[src/rtl/tff_count_sequencer.sv]
// rtl/tff_count_sequencer.sv - toggle-vector sequencer for a T-flip-flop counter bank
//
// Loads a start value into an external T-flip-flop bank purely by toggling,
// then counts up or down (modulo 2^WIDTH) until the bank reaches a captured
// terminal value, and pulses done the cycle after the terminal count.
//
// Optional feature macro: CNT_SEQ_RELOAD_EN (adds the reload port; when the
// captured reload bit is set the sequence restarts from LOAD after every
// terminal count instead of returning to IDLE).
//
// Ports:
//   C        clock, rising edge
//   R        synchronous active-high reset
//   start    begin a count (accepted only in IDLE)
//   stop     abort (honoured in LOAD and RUN)
//   dir      0 = up, 1 = down (captured with start)
//   load_val initial count (captured with start)
//   limit    terminal count (captured with start)
//   reload   restart after terminal (CNT_SEQ_RELOAD_EN builds only)
//   q        registered Q outputs of the bank
//   t        toggle vector to the bank (combinational)
//   busy     high while in LOAD or RUN (registered)
//   done     one-cycle pulse after the terminal count (registered)

module tff_count_sequencer #(
    parameter int WIDTH = 4
) (
    input  logic             C,
    input  logic             R,
    input  logic             start,
    input  logic             stop,
    input  logic             dir,
    input  logic [WIDTH-1:0] load_val,
    input  logic [WIDTH-1:0] limit,
`ifdef CNT_SEQ_RELOAD_EN
    input  logic             reload,
`endif
    input  logic [WIDTH-1:0] q,
    output logic [WIDTH-1:0] t,
    output logic             busy,
    output logic             done
);

    typedef enum logic [1:0] {
        ST_IDLE = 2'd0,
        ST_LOAD = 2'd1,
        ST_RUN  = 2'd2
    } state_t;

    state_t           state;
    state_t           next_state;
    logic [WIDTH-1:0] load_r;
    logic [WIDTH-1:0] limit_r;
    logic             dir_r;
`ifdef CNT_SEQ_RELOAD_EN
    logic             reload_r;
`endif

    logic             capture;
    logic             done_set;
    logic [WIDTH-1:0] t_c;
    logic [WIDTH-1:0] up_t;
    logic [WIDTH-1:0] dn_t;

    // Ripple toggle vectors: bit i toggles when every lower bit is 1 (up)
    // or every lower bit is 0 (down). Accumulators keep the chain acyclic.
    always_comb begin
        logic acc_up;
        logic acc_dn;
        up_t   = '0;
        dn_t   = '0;
        acc_up = 1'b1;
        acc_dn = 1'b1;
        for (int i = 0; i < WIDTH; i++) begin
            up_t[i] = acc_up;
            dn_t[i] = acc_dn;
            acc_up  = acc_up & q[i];
            acc_dn  = acc_dn & ~q[i];
        end
    end

    always_comb begin
        next_state = state;
        t_c        = '0;
        capture    = 1'b0;
        done_set   = 1'b0;

        case (state)
            ST_IDLE: begin
                if (start) begin
                    capture    = 1'b1;
                    next_state = ST_LOAD;
                end
            end
            ST_LOAD: begin
                if (stop) begin
                    next_state = ST_IDLE;
                end else begin
                    // Toggle exactly the bits that differ so the bank lands on load_r.
                    t_c        = q ^ load_r;
                    next_state = ST_RUN;
                end
            end
            ST_RUN: begin
                if (stop) begin
                    next_state = ST_IDLE;
                end else if (q == limit_r) begin
                    done_set   = 1'b1;
`ifdef CNT_SEQ_RELOAD_EN
                    next_state = reload_r ? ST_LOAD : ST_IDLE;
`else
                    next_state = ST_IDLE;
`endif
                end else begin
                    t_c = dir_r ? dn_t : up_t;
                end
            end
            default: begin
                next_state = ST_IDLE;
            end
        endcase

        // Reset must silence the bank within the same cycle.
        if (R) begin
            t_c        = '0;
            next_state = ST_IDLE;
            capture    = 1'b0;
            done_set   = 1'b0;
        end
    end

    assign t = t_c;

    always_ff @(posedge C) begin
        if (R) begin
            state    <= ST_IDLE;
            busy     <= 1'b0;
            done     <= 1'b0;
            load_r   <= '0;
            limit_r  <= '0;
            dir_r    <= 1'b0;
`ifdef CNT_SEQ_RELOAD_EN
            reload_r <= 1'b0;
`endif
        end else begin
            state <= next_state;
            busy  <= (next_state != ST_IDLE);
            done  <= done_set;
            if (capture) begin
                load_r   <= load_val;
                limit_r  <= limit;
                dir_r    <= dir;
`ifdef CNT_SEQ_RELOAD_EN
                reload_r <= reload;
`endif
            end
        end
    end

endmodule
[config.mk]
export PLATFORM = sky130hd
export DESIGN_NAME = tff_count_sequencer
export DESIGN_NICKNAME = d
export VERILOG_FILES = /design/src/rtl/tff_count_sequencer.sv
export SDC_FILE = /design/constraint.sdc
export NUM_CORES = 1
export LEC_CHECK = 0
export ABC_AREA = 1
export BUFFER_PORTS_ARGS = -buffer_cell sky130_fd_sc_hd__buf_2
export CORE_ASPECT_RATIO = 1.5
export CORE_UTILIZATION = 30
export DETAILED_ROUTE_END_ITERATION = 10
export GPL_TIMING_DRIVEN = 0
export PLACE_DENSITY = 0.51
export SLEW_MARGIN = 20
export SYNTH_ARGS = -nofsm -noshare
export SYNTH_HDL_FRONTEND = slang
export SYNTH_SLANG_ARGS = --single-unit
[constraint.sdc]
create_clock -name C -period 1.85 [get_ports C]
set_input_delay 0.37 -clock C [delete_from_list [all_inputs] [get_ports C]]
set_output_delay 0.37 -clock C [all_outputs]
set_load 0.1 [all_outputs]
==> results.tsv, run 1 <==
metric	value	unit
status	finished, violations left	
violated checks	DRC, setup timing	
register area	272	um2
unrepaired setup endpoints after global routing	yes	
Final nets	163	
maximum clock rate	504	MHz
Clock transition at path regs	90	ps
Die Height	63.7	um
Post-Place Cell Area	972	um2
min-delay worst type	in -> reg	
Inserted Clock Buffers	3	
minimum clock period	1980	ps
pwr/cell area	675	nW/um2
Peak supply drop	337	uV
Cells after Synth	112	
Slew Limit Fails	0	
Initial Utilization	31.4	%
fill count	262	
drt drc	1	
number of I/O pins	23	
largest net degree at the start of global routing	11	
antenna violations before repair	0	
Initial DRC Count	19	
Gate power share	33.3	%
Syn. warnings	0	
Place WS	-215	ps
Final Cycle Share	107	%
final global-route overflow total	0	
# port buffers	22	
ant diodes	0	
register area share after synthesis	34.2	%
final WL	1950	um
width of the die	43.1	um
commonest cells after routing, fill and taps aside	nand2_1 (26), buf_2 (19), inv_1 (13)	
via count	791	
drt wl/cell	11.8	um
Clk pwr share	23.9	%
CTS Hold Buffers Added	0	
DRT Pass-1 Iters	7	
CP endpoint kind	output pin	
syn_area_per_cell	6.79	um2
post-layout instance area	1150	um2
P_sw	294	uW
#FFs+latches synth	13	
CTS tree	done	
via/cell ratio	4.79	
area of the multi-input gates	544	um2
Slew HR	62.7	%
Distinct cells, synth	22	
GP Congestion	0.808	
Arr. time, crit path	1610	ps
Die Area	2750	um2
number of global-route vias before repair	801	
Lkg Pwr	0.000513	uW
Rows	22	
Post-Syn Nets	133	
H-tree depth	1	
Clock Latency Late Sink	290	ps
clk sinks	13	
Setup Skew	5.32	ps
endpoints failing setup	4	
layout cells sized above 1	46.8	%
clk buf depth	2	
setup ws final	-133	ps
critical path class	reg -> out	
area of the core	2420	um2
Worst Path Max Fanout	3	
Hold Vio Cnt, Final	0	
Final ANT Viol Nets	0	
type of origin of the critical path	flop	
Area Overhead vs Synth	51.5	%
root buffer cell	clkbuf_4	
Req. time, crit path	1480	ps
commonest non-fill, non-tap cell in the layout	nand2_1	
Reg power frac	42.9	%
synthesized area	761	um2
worst-margin pin slew	560	ps
wire length of the first global-routing pass	3450	um
total of max-cap violations	0	
sw frac	37.7	%
Int Power	484	uW
detailed placer's ending HPWL	1430	um
GRT Util Overall	16.5	%
[final timing paths]
kind | end | startpoint | slack [ps] | cells after the start
setup / recovery | t[3] | state[0]$_SDFF_PP0_ | -130 | 9
setup reg to reg | limit_r[3]$_SDFFE_PP0P_ | state[0]$_SDFF_PP0_ | 380 | 6
hold reg to reg | limit_r[0]$_SDFFE_PP0P_ | limit_r[0]$_SDFFE_PP0P_ | 480 | 2
hold / removal | done$_SDFF_PP0_ | R | 290 | 2
[registers in the layout, summed over array words and instances (netlist names)]
name,count
limit_r,4
load_r,4
state,2
busy,1
dir_r,1
done,1
[final cells by class]
type / instances / area share (%)
Multi-Input combinational cell: 78 / 47.2
Buffer: 2 / 0.760
Sequential cell: 13 / 23.6
Inverter: 19 / 6.84
Tap cell: 24 / 2.61
Timing Repair Buffer: 25 / 16.7
Clock buffer: 4 / 2.28
[per-layer routing]
metal / track usage, % / vias up / share of wire, %
met3: 3.44 / 5 / 4.3
met2: 29.5 / 19 / 54
li1: - / 411 / -
met5: 0 / - / 0
met1: 17.0 / 356 / 40
met4: 9.47 / 0 / 2.5
[stage by stage]
stage	instances	setup TNS, ps	hold slack, ps	utilization [%]	power (uW)
finish	165	-460	288	47.6	778
detailed placement	158	-629	472	40.1	561
CTS	163	-509	280	46.2	776
global placement	158	-574	465	40.1	556
global route	165	-755	287	47.6	831
floorplan	112	-39.2	446	-	501
[cell families after synthesis]
logic type	Yosys count	share of synthesized area, %
simple gates	50	29.3
buf+inv	21	10.5
compound gates	21	16.0
xor+xnor	3	3.45
flops	13	34.2
fa+ha+maj	4	6.58
[worst max-delay path: stages, from the launching register on]
cell and delay [ps]:
dfxtp_4 370, inv_4 70, ha_4 130, inv_4 30, nor2_4 110, nand2_4 70, nor2_4 120, nand2_2 80
a21oi_4 140, buf_12 190
[repair_timing]
item	CTS	global route
pin swaps	9	2
gates resized for setup	35	5
endpoints found under the setup margin	4	4
setup buffers	1	2
[power by group through the flow]
stage	clock [uW]	combinational, uW	sequential [uW]
2_1_floorplan	0	141	360
3_5_place_dp	0	227	334
6_report	186	259	333
5_1_grt	206	289	337
4_1_cts	195	249	332
3_3_place_gp	0	222	333
[cells in the mapped netlist]
cell type  number  area [um2]
nor2_1         11        41.3
buf_2           1        5.00
dfxtp_1        13         260
nand2_4         1        11.3
xnor2_1         1        8.76
o21ai_1         2        10.0
nor4_1          1        6.26
inv_1          18        67.6
a21oi_1         9        45.0
buf_1           1        3.75
ha_1            4        50.1
nor2_4          1        11.3
a21o_2          1        8.76
or2_2           1        6.26
xor2_1          2        17.5
nand3_1         2        10.0
nand2_1        28         105
nor2_2          2        12.5
a211oi_1        5        37.5
inv_2           1        3.75
nand2_2         3        18.8
o21ai_0         4        20.0
Note: power is estimated with default switching activity, not from simulation.
==> run 2: changes to the inputs <==
--- a/config.mk
+++ b/config.mk
@@ -7,7 +7,6 @@
 export LEC_CHECK = 0
 export ABC_AREA = 1
 export BUFFER_PORTS_ARGS = -buffer_cell sky130_fd_sc_hd__buf_2
-export CORE_ASPECT_RATIO = 1.5
 export CORE_UTILIZATION = 30
 export DETAILED_ROUTE_END_ITERATION = 10
 export GPL_TIMING_DRIVEN = 0
==> results.tsv, run 2 (synthesis gave the netlist of run 1 again) <==
metric	value	unit
status	finished, violations left	
violated checks	setup timing	
antenna violations before repair	0	
min-delay worst type	in -> reg	
post-route core utilization	50.4	%
drt wl/cell	11.1	um
commonest non-fill, non-tap cell in the layout	nand2_1	
H-tree depth	1	
critical path class	reg -> out	
Lkg Pwr	0.000528	uW
unrepaired setup endpoints after global routing	yes	
Crit path max-delay family	flip-flops	
final WL	1880	um
root buffer cell	clkbuf_4	
Max stage delay cell, worst path	dfxtp_4	
Post-Place Cell Area	977	um2
Final nets	164	
clk sinks	13	
maximum clock rate	514	MHz
CP endpoint kind	output pin	
post-layout instance area	1160	um2
Area Overhead vs Synth	52.3	%
Worst Path Max Fanout	4	
setup ws final	-97.1	ps
CP bufs+invs	4	
R2R depth	6	
Clock Latency Late Sink	280	ps
worst-margin pin slew	527	ps
RR Startpoint	state[0]$_SDFF_PP0_	
area of the core	2300	um2
Inserted Clock Buffers	3	
Final Cycle Share	105	%
largest registers	limit_r: 4 flops, load_r: 4 flops, state: 2 flops	
DRT Pass-1 Iters	4	
# port buffers	22	
Cell Chain, Critical Path	inv_4 -> ha_4 -> inv_2 -> nor2_4 -> inv_2 -> a21oi_2 -> o21ai_2 -> a21oi_4 -> buf_12	
Worst R2R End	limit_r[3]$_SDFFE_PP0P_	
GRT Util Overall	16.2	%
Slew Limit Fails	0	
Slew HR	64.9	%
CTS tree	done	
total of max-cap violations	0	
Setup Skew	0.530	ps
number of global-route vias before repair	720	
Hold Crit Start	R	
R2R Setup Slk	390	ps
Req. time, crit path	1480	ps
Initial Utilization	33.1	%
commonest cells after routing, fill and taps aside	nand2_1 (25), buf_2 (19), inv_1 (11)	
Place WS	-212	ps
endpoints failing setup	4	
drt drc	0	
Initial DRC Count	12	
minimum clock period	1950	ps
type of origin of the critical path	flop	
via count	774	
number of I/O pins	23	
Fin Setup TNS	-294	ps
Hold Vio Cnt, Final	0	
CP most frequent cell	inv_2	
Rows	17	
Hold Path Cell Cnt	2	
Die Area	2740	um2
final global-route overflow total	0	
width of the die	52.4	um
detailed placer's ending HPWL	1360	um
pwr/cell area	667	nW/um2
Die Height	52.4	um
Worst Hold End	done$_SDFF_PP0_	
Clock transition at path regs	80	ps
largest net degree at the start of global routing	11	
ant diodes	0	
wire length of the first global-routing pass	3130	um
clk buf depth	2	
layout cells sized above 1	49.3	%
via/cell ratio	4.55	
Arr. time, crit path	1580	ps
Final ANT Viol Nets	0	
GP Congestion	0.698	
CP peak stage delay	370	ps
Peak supply drop	442	uV
==> run 2: cell type report <==
class,instances,area [um2]
buffer,2,8.76
clock buffer,3,22.5
clock inverter,1,5.00
fill,240,1140
inverter,19,76.3
multi-input combinational,78,538
sequential,13,273
tap,28,35.0
timing repair buffer,26,200
==> run 2: power by group <==
group	internal (uW)	leakage, uW	total [uW]	switching (uW)
logic	91.9	0.000400	260	168
clock network	80.2	0.0000177	178	97.6
registers	310	0.000110	335	24.3
==> run 2: worst max-delay path by stage <==
stage | cells after the start | endpoint | from
final | 9 | t[3] | state[1]$_SDFF_PP0_
after global routing | 9 | t[3] | state[0]$_SDFF_PP0_
after CTS | 8 | t[0] | state[1]$_SDFF_PP0_
after detailed placement | 11 | t[3] | q[1]
after global placement | 11 | t[3] | q[1]
after floorplan | 8 | t[1] | state[1]$_SDFF_PP0_
==> run 2: layer usage <==
layer,part of all wire (%),routed length (um),vias to the layer above,GRT usage (%)
li1,-,-,411,-
met1,44,837,345,18.2
met2,50,950,16,27.8
met3,4.1,77,2,6.09
met4,0.90,17,0,5.26
met5,0,0,-,0
==> run 2: what timing repair did <==
action	CTS	global route
buffers inserted	2	2
endpoints found under the setup margin	4	4
hold buffers	0	0
pin swaps	7	7
resized for setup	34	7
==> run 2: stage by stage <==
step	total power (uW)	hold slack [ps]	cells
global route	826	305	170
floorplan	501	446	112
detailed placement	560	477	162
CTS	771	308	168
finish	773	305	170
global placement	557	464	162
